File: config.mk
export PLATFORM = sky130hd
export DESIGN_NAME = audio_adc
export DESIGN_NICKNAME = d
export VERILOG_FILES = /design/src/rtl/audio_adc.sv
export SDC_FILE = /design/constraint.sdc
export NUM_CORES = 1
export LEC_CHECK = 0
export ABC_CLOCK_PERIOD_IN_PS = 6800
export BUFFER_PORTS_ARGS = -buffer_cell sky130_fd_sc_hd__buf_2
export CORE_AREA = 4 4 123 243
export DETAILED_ROUTE_END_ITERATION = 16
export DIE_AREA = 0 0 127 247
export GPL_ROUTABILITY_DRIVEN = 0
export HOLD_SLACK_MARGIN = 0.1
export PLACE_DENSITY = 0.58
export SLEW_MARGIN = 20
export SYNTH_ARGS = -nofsm -noshare
export SYNTH_HDL_FRONTEND = slang
export SYNTH_SLANG_ARGS = --single-unit
File: constraint.sdc
create_clock -name clk_i -period 6.8 [get_ports clk_i]
set_input_delay 1.36 -clock clk_i [delete_from_list [all_inputs] [get_ports clk_i]]
set_output_delay 1.36 -clock clk_i [all_outputs]
set_load 0.02 [all_outputs]
File: src/rtl/audio_adc.sv
// audio_adc: stereo PDM / sigma-delta capture. Second-order CIC decimator
//   (R = 2**DECIM_LOG2) per channel, scaling to saturated signed 16-bit,
//   packed {right, left} stereo words on an AXI-Stream master.
// Latency: dump strobe in cycle N -> comb/scale in N+1 -> tvalid in N+2.
// Backpressure: single holding word; a frame arriving while the held word is
//   unaccepted pulses overrun_o and is dropped, or replaces the held word
//   when AUDIO_ADC_OVERWRITE_EN is defined.
// Ports: clk_i/rst_i (async, active-high); audio_clk_i bit strobe;
//   audio_l_i/audio_r_i bitstreams; outport_* AXI-Stream master
//   (tstrb/tdest/tlast constant); overrun_o collision pulse.
module audio_adc #(
  parameter int DECIM_LOG2 = 6
) (
  input  logic        clk_i,
  input  logic        rst_i,
  input  logic        audio_clk_i,
  input  logic        audio_l_i,
  input  logic        audio_r_i,
  output logic        outport_tvalid_o,
  output logic [31:0] outport_tdata_o,
  output logic [3:0]  outport_tstrb_o,
  output logic [3:0]  outport_tdest_o,
  output logic        outport_tlast_o,
  input  logic        outport_tready_i,
  output logic        overrun_o
);

  localparam int W     = 2*DECIM_LOG2 + 2;
  localparam int SHIFT = 15 - 2*DECIM_LOG2;

  // Index 0 = left, 1 = right.
  logic [1:0][W-1:0]      i1_q, i1_d, i2_q, i2_d;
  logic [1:0][W-1:0]      i2dly_q, i2dly_d, c1dly_q, c1dly_d;
  logic [1:0][W-1:0]      c1_w, c2_w;
  logic [1:0][17:0]       scl_w;
  logic [1:0][15:0]       smp_w;
  logic [1:0]             bits_w;
  logic [DECIM_LOG2-1:0]  cnt_q, cnt_d;
  logic                   dump_q, dump_d;
  logic [1:0]             flush_q, flush_d;
  logic                   tvalid_q, tvalid_d;
  logic [31:0]            tdata_q, tdata_d;
  logic                   overrun_q, overrun_d;
  logic                   load_w, collide_w;

  assign bits_w = {audio_r_i, audio_l_i};

  // Integrators: free-running modular arithmetic; the comb stage cancels wrap.
  always_comb begin
    i1_d = i1_q;
    i2_d = i2_q;
    if (audio_clk_i) begin
      for (int ch = 0; ch < 2; ch++) begin
        i1_d[ch] = bits_w[ch] ? (i1_q[ch] + W'(1)) : (i1_q[ch] - W'(1));
        i2_d[ch] = i2_q[ch] + i1_q[ch];
      end
    end
  end

  // Comb and scale, evaluated every cycle but only consumed when dump_q is set.
  always_comb begin
    for (int ch = 0; ch < 2; ch++) begin
      c1_w[ch]  = i2_q[ch] - i2dly_q[ch];
      c2_w[ch]  = c1_w[ch] - c1dly_q[ch];
      scl_w[ch] = {{(18-W){c2_w[ch][W-1]}}, c2_w[ch]} << SHIFT;
      // Fits in 16 bits only if the top three bits agree.
      if (!scl_w[ch][17] && (scl_w[ch][16:15] != 2'b00)) begin
        smp_w[ch] = 16'h7FFF;
      end else if (scl_w[ch][17] && (scl_w[ch][16:15] != 2'b11)) begin
        smp_w[ch] = 16'h8000;
      end else begin
        smp_w[ch] = scl_w[ch][15:0];
      end
    end
  end

  // Decimation timing and comb delay lines.
  always_comb begin
    cnt_d   = audio_clk_i ? (cnt_q + DECIM_LOG2'(1)) : cnt_q;
    dump_d  = audio_clk_i && (cnt_q == '1);
    flush_d = (dump_q && (flush_q != 2'd2)) ? (flush_q + 2'd1) : flush_q;
    i2dly_d = dump_q ? i2_q : i2dly_q;
    c1dly_d = dump_q ? c1_w : c1dly_q;
  end

  // The first two frames after reset carry start-up transients and are dropped.
  assign load_w    = dump_q && (flush_q == 2'd2);
  assign collide_w = load_w && tvalid_q && !outport_tready_i;

  // Output holding register.
  always_comb begin
    tvalid_d  = tvalid_q;
    tdata_d   = tdata_q;
    overrun_d = collide_w;
    if (load_w) begin
      tvalid_d = 1'b1;
`ifdef AUDIO_ADC_OVERWRITE_EN
      tdata_d = smp_w;
`else
      if (!collide_w) begin
        tdata_d = smp_w;
      end
`endif
    end else if (tvalid_q && outport_tready_i) begin
      tvalid_d = 1'b0;
    end
  end

  always_ff @(posedge clk_i or posedge rst_i) begin
    if (rst_i) begin
      i1_q      <= '0;
      i2_q      <= '0;
      i2dly_q   <= '0;
      c1dly_q   <= '0;
      cnt_q     <= '0;
      dump_q    <= 1'b0;
      flush_q   <= 2'd0;
      tvalid_q  <= 1'b0;
      tdata_q   <= 32'd0;
      overrun_q <= 1'b0;
    end else begin
      i1_q      <= i1_d;
      i2_q      <= i2_d;
      i2dly_q   <= i2dly_d;
      c1dly_q   <= c1dly_d;
      cnt_q     <= cnt_d;
      dump_q    <= dump_d;
      flush_q   <= flush_d;
      tvalid_q  <= tvalid_d;
      tdata_q   <= tdata_d;
      overrun_q <= overrun_d;
    end
  end

  assign outport_tvalid_o = tvalid_q;
  assign outport_tdata_o  = tdata_q;
  assign outport_tstrb_o  = 4'hF;
  assign outport_tdest_o  = 4'h0;
  assign outport_tlast_o  = 1'b1;
  assign overrun_o        = overrun_q;

endmodule

# Word-level counts from Yosys, hierarchy flattened
# Index checks and enable logic that the tools add are counted.
# totals
reg_bits	155
latch_bits	0
ramBits	0
romBits	0
in_bits	6
word_cells	57
mem_count	0
# classes
n_addsub	12
mul	0
n_div	0
magnitude_cmp	0
n_eq_ne	5
n_shift	0
mux	8
bitwise	1
n_reduce_logical	17
# op_table
operator	n
16-bit 2-to-1 mux	4
14-bit subtractor	4
14-bit by 1-bit adder with 14-bit output (second input constant)	2
14-bit adder	2
14-bit 2-to-1 mux	2
14-bit by 1-bit subtractor with 14-bit output (second input constant)	2
1-bit logical AND	10
6-bit by 1-bit adder with 6-bit output (second input constant)	1
6-bit equality test (second input constant)	1
2-bit != test (second input constant)	3
2-bit nonzero test	3
1-bit zero test	3
2-bit by 1-bit adder with 2-bit output (second input constant)	1
2-bit equality test (second input constant)	1
1-bit 2-to-1 mux	2
2-bit AND reduction	1
1-bit NOT	1

# Depth between registers and ports, before layout
# depth
word_depth	6
depth_mapped	21

# Least setup slack after synthesis
# Ideal clock, no wire load.
# synth_path
kind	register to register
startpoint	register i2_q[0] in the netlist's numbering
endpoint	register tdata_q[6] (netlist: outport_tdata_o[6])
setup_time_ps	76
arrival_ps	3896
t_required_ps	6724
path_slack_ps	2827
stages_incl_launch_ff	22
period_less_slack_ps	3973
cell_sequence	dfrtp_1 -> inv_1 -> ha_1 -> inv_1 -> fa_1 -> a21o_1 -> a21oi_1 -> o21bai_1 -> a31oi_1 -> o21ba_2 -> xnor2_1 -> ha_1 -> a21oi_1 -> nor2b_1 -> or2_2 -> a21oi_1 -> o21a_1 -> o211ai_1 -> xor2_2 -> buf_2 -> a21oi_1 -> o21ai_1
# synth_lines
element	line_no	rtl
from (decl)	32	logic [1:0][W-1:0] i1_q, i1_d, i2_q, i2_d;
from (signal assigned)	123	i2_q <= i2_d;
to (signal assigned)	130	tdata_q <= tdata_d;
to (decl)	42	logic [31:0] tdata_q, tdata_d;

==> flow_metrics.tcl <==
set metrics [dict create \
    cp.required_ns 7.15 \
    clk_latency_ns 0.43 \
    numPortBuffers 39 \
    dp_slack_ns 2.06 \
    pin_count 49 \
    setup_ws_ns 2.13 \
    gr-usage-all-layers 0.133 \
    die_area_mm2 0.0314 \
    cts-root-buf "clkbuf_16" \
    crit_slowest_cell "xor2_2" \
    final_common_cell "dfrtp_1" \
    core_mm2 0.0281 \
    wire_per_inst_um 13.0 \
    finClkSkew_ns 0.00883 \
    place_hpwl_mm 14.7 \
    drive_gt1_frac 0.136 \
    drv_slew 0 \
    postSynthCellCount 1123 \
    dieHeight_um 247 \
    grt_remaining_overflow 0 \
    ys_seq_elements 151 \
    rr_worst_depth 20 \
    hold_end "cnt_q[5]" \
    vias 7772 \
    maxCapViolCount 0 \
    drtIter0Drc 267 \
    netlist_area_mm2 0.0105 \
    cp_common_cell "a21oi_1" \
    seq_area_frac_synth 0.359 \
    cts_tree "yes" \
    die_w_um 127 \
    hold_start "cnt_q[5]" \
    regToRegSetupSlack_ns 2.13 \
    path_class "reg2reg" \
    max_slew_margin 0.392 \
    ant_nets 0 \
    diodes 0 \
    start_util 0.375 \
    cpPeakStageDelay_ns 0.59 \
    htreeDepth 4 \
    worstSetupStartpointType "flop" \
    crit_chain "inv_1, ha_1, inv_1, fa_1, a21o_1, a21oi_1, o21bai_1, a31oi_1, o21ba_2, xnor2_1, ha_1, a21oi_1, nor2b_1, or2_2, a21oi_1, o21a_1, o211ai_1, xor2_2, nand3_1, nand4_1" \
    fin_crit_sh 0.686 \
    r2r-start "i2_q[0]" \
    yosysUniqueCellTypes 75 \
    cts_resized 0 \
    clock.fmax_mhz 214 \
    nets 1266 \
    synth_enable_flop_cells 0 \
    fillers 2776 \
    grt_pass1_vias 7763 \
    multiInputGateArea_mm2 0.00625 \
    tightest_slew_ns 0.913 \
    setup_viol 0 \
    holdPathStages 1 \
    placementRows 87 \
    yosys_warnings 0 \
    wl_mm 19.7 \
    rsz0062_at_grt "false" \
    clk_pin_slew_ns 0.06 \
    tns_ns 0 \
    end_kind "flop" \
    async_flop_share 1.00 \
    status "finished clean" \
    via_per_inst 5.12 \
    grt_pass1_wl_mm 34.7 \
    cts_num_sinks 151 \
    syn2layout_area_growth_pct 10.8 \
    period_needed_ns 4.67 \
    grt_antenna_before_repair 0 \
    hp-class "reg2reg" \
    syn_avg_cell_area_um2 9.38 \
    crit_arrival_ns 5.02 \
    ys.flop_type "dfrtp_1" \
    r2r-end "outport_tdata_o[13]" \
    cts_setup_buffers 0 \
    grt_max_degree 102 \
    postCtsHoldBufs 0 \
    dr.pass1.iters 4 \
    cts.path.max_buffers 2 \
    final_cell_mix "dfrtp_1 (150), nand2_1 (115), ha_1 (104)" \
    drc 0 \
    cts_buffers 17 \
    regArea_mm2 0.00378 \
    path_max_fanout 19 \
    timing_hold_violations_final 0 \
]
## state kept, by name, indices dropped and copies added (netlist names)
name              cells
i2dly_q              28
i1_q                 28
overrun_o             1
i2_q                 28
cnt_q                 6
dump_q                1
outport_tvalid_o      1
outport_tdata_o      28
flush_q               2
c1dly_q              28
## routing by layer
layer  vias up  global-route usage  share of wire
met5         -                   0              0
met4         0              0.0584          0.024
met3        28              0.0218          0.024
met2        86               0.256           0.54
met1      3683               0.138           0.41
li1       3975                   -              -
## cell families after synthesis
family | after synthesis | share of synthesized area
adders and majority gates | 114 | 0.141
xor gates and xnor gates | 95 | 0.0818
muxes | 52 | 0.0549
other | 2 | 0.000713
and+or+nand+nor | 286 | 0.127
DFF | 151 | 0.359
AOI/OAI and AO/OA | 298 | 0.184
buffers and inverters | 125 | 0.0519
## through the flow
step	utilization	cells	hold WS, ns	instance area, um^2
2_1_floorplan	-	1130	0.442	10600
3_3_place_gp	0.392	1485	0.457	11000
3_5_place_dp	0.392	1485	0.462	11000
4_1_cts	0.415	1517	0.470	11700
5_1_grt	0.416	1517	0.483	11700
6_report	0.416	1517	0.465	11700
## worst max-delay path: cells and delay by family, from the launching register on
family	cells	cell delay, ns
simple gates	4	0.87
flops	1	0.39
fa+ha+maj	3	0.89
xor+xnor	2	0.72
compound gates	9	1.58
buf+inv	2	0.14
## synthesized netlist by cell type (6+ instances only)
| master | instances | share of area |
|---|---|---|
| nand2b_1 | 9 | 0.0053 |
| a211o_1 | 6 | 0.0050 |
| o211ai_1 | 6 | 0.0043 |
| dfrtp_1 | 151 | 0.36 |
| o21a_1 | 19 | 0.014 |
| and3_1 | 6 | 0.0036 |
| xor2_1 | 22 | 0.018 |
| ha_1 | 104 | 0.12 |
| o31ai_1 | 6 | 0.0043 |
| inv_1 | 82 | 0.029 |
| mux2i_1 | 6 | 0.0057 |
| clkbuf_1 | 20 | 0.0071 |
| fa_1 | 8 | 0.015 |
| nor2b_1 | 27 | 0.016 |
| o21ai_1 | 12 | 0.0057 |
| o21ai_0 | 81 | 0.038 |
| mux2_2 | 46 | 0.049 |
| buf_4 | 13 | 0.0093 |
| a31oi_1 | 8 | 0.0047 |
| nand2_1 | 115 | 0.041 |
| a21oi_1 | 77 | 0.037 |
| nor3_1 | 21 | 0.010 |
| nand3_1 | 24 | 0.011 |
| nor2_1 | 52 | 0.019 |
| a21o_1 | 25 | 0.018 |
| a22oi_2 | 10 | 0.012 |
| xnor2_1 | 70 | 0.058 |
| or3_1 | 6 | 0.0036 |
## cell type report
cell class | instances | area share
clock buffers | 20 | 0.0400
repair buffers | 42 | 0.0187
inverters | 82 | 0.0268
clock inverters | 12 | 0.0169
multi-input cells | 854 | 0.536
flip-flops and latches | 151 | 0.324
well taps | 356 | 0.0382
## worst max-delay path by stage
stage | slack (ns) | cells after the start | end | startpoint
final | 2.13 | 20 | outport_tdata_o[13] | i2_q[0]
after CTS | 2.06 | 20 | outport_tdata_o[13] | i2_q[0]
after floorplan | 1.38 | 1 | c1dly_q[0] | rst_i
after global routing | 1.60 | 20 | outport_tdata_o[4] | i2_q[0]
after detailed placement | 2.06 | 20 | outport_tdata_o[3] | i2_q[0]
after global placement | 2.18 | 20 | outport_tdata_o[13] | i2_q[0]
Power is not shown: default switching activity piles up to over one toggle a cycle in this logic, so the estimate is an artifact.
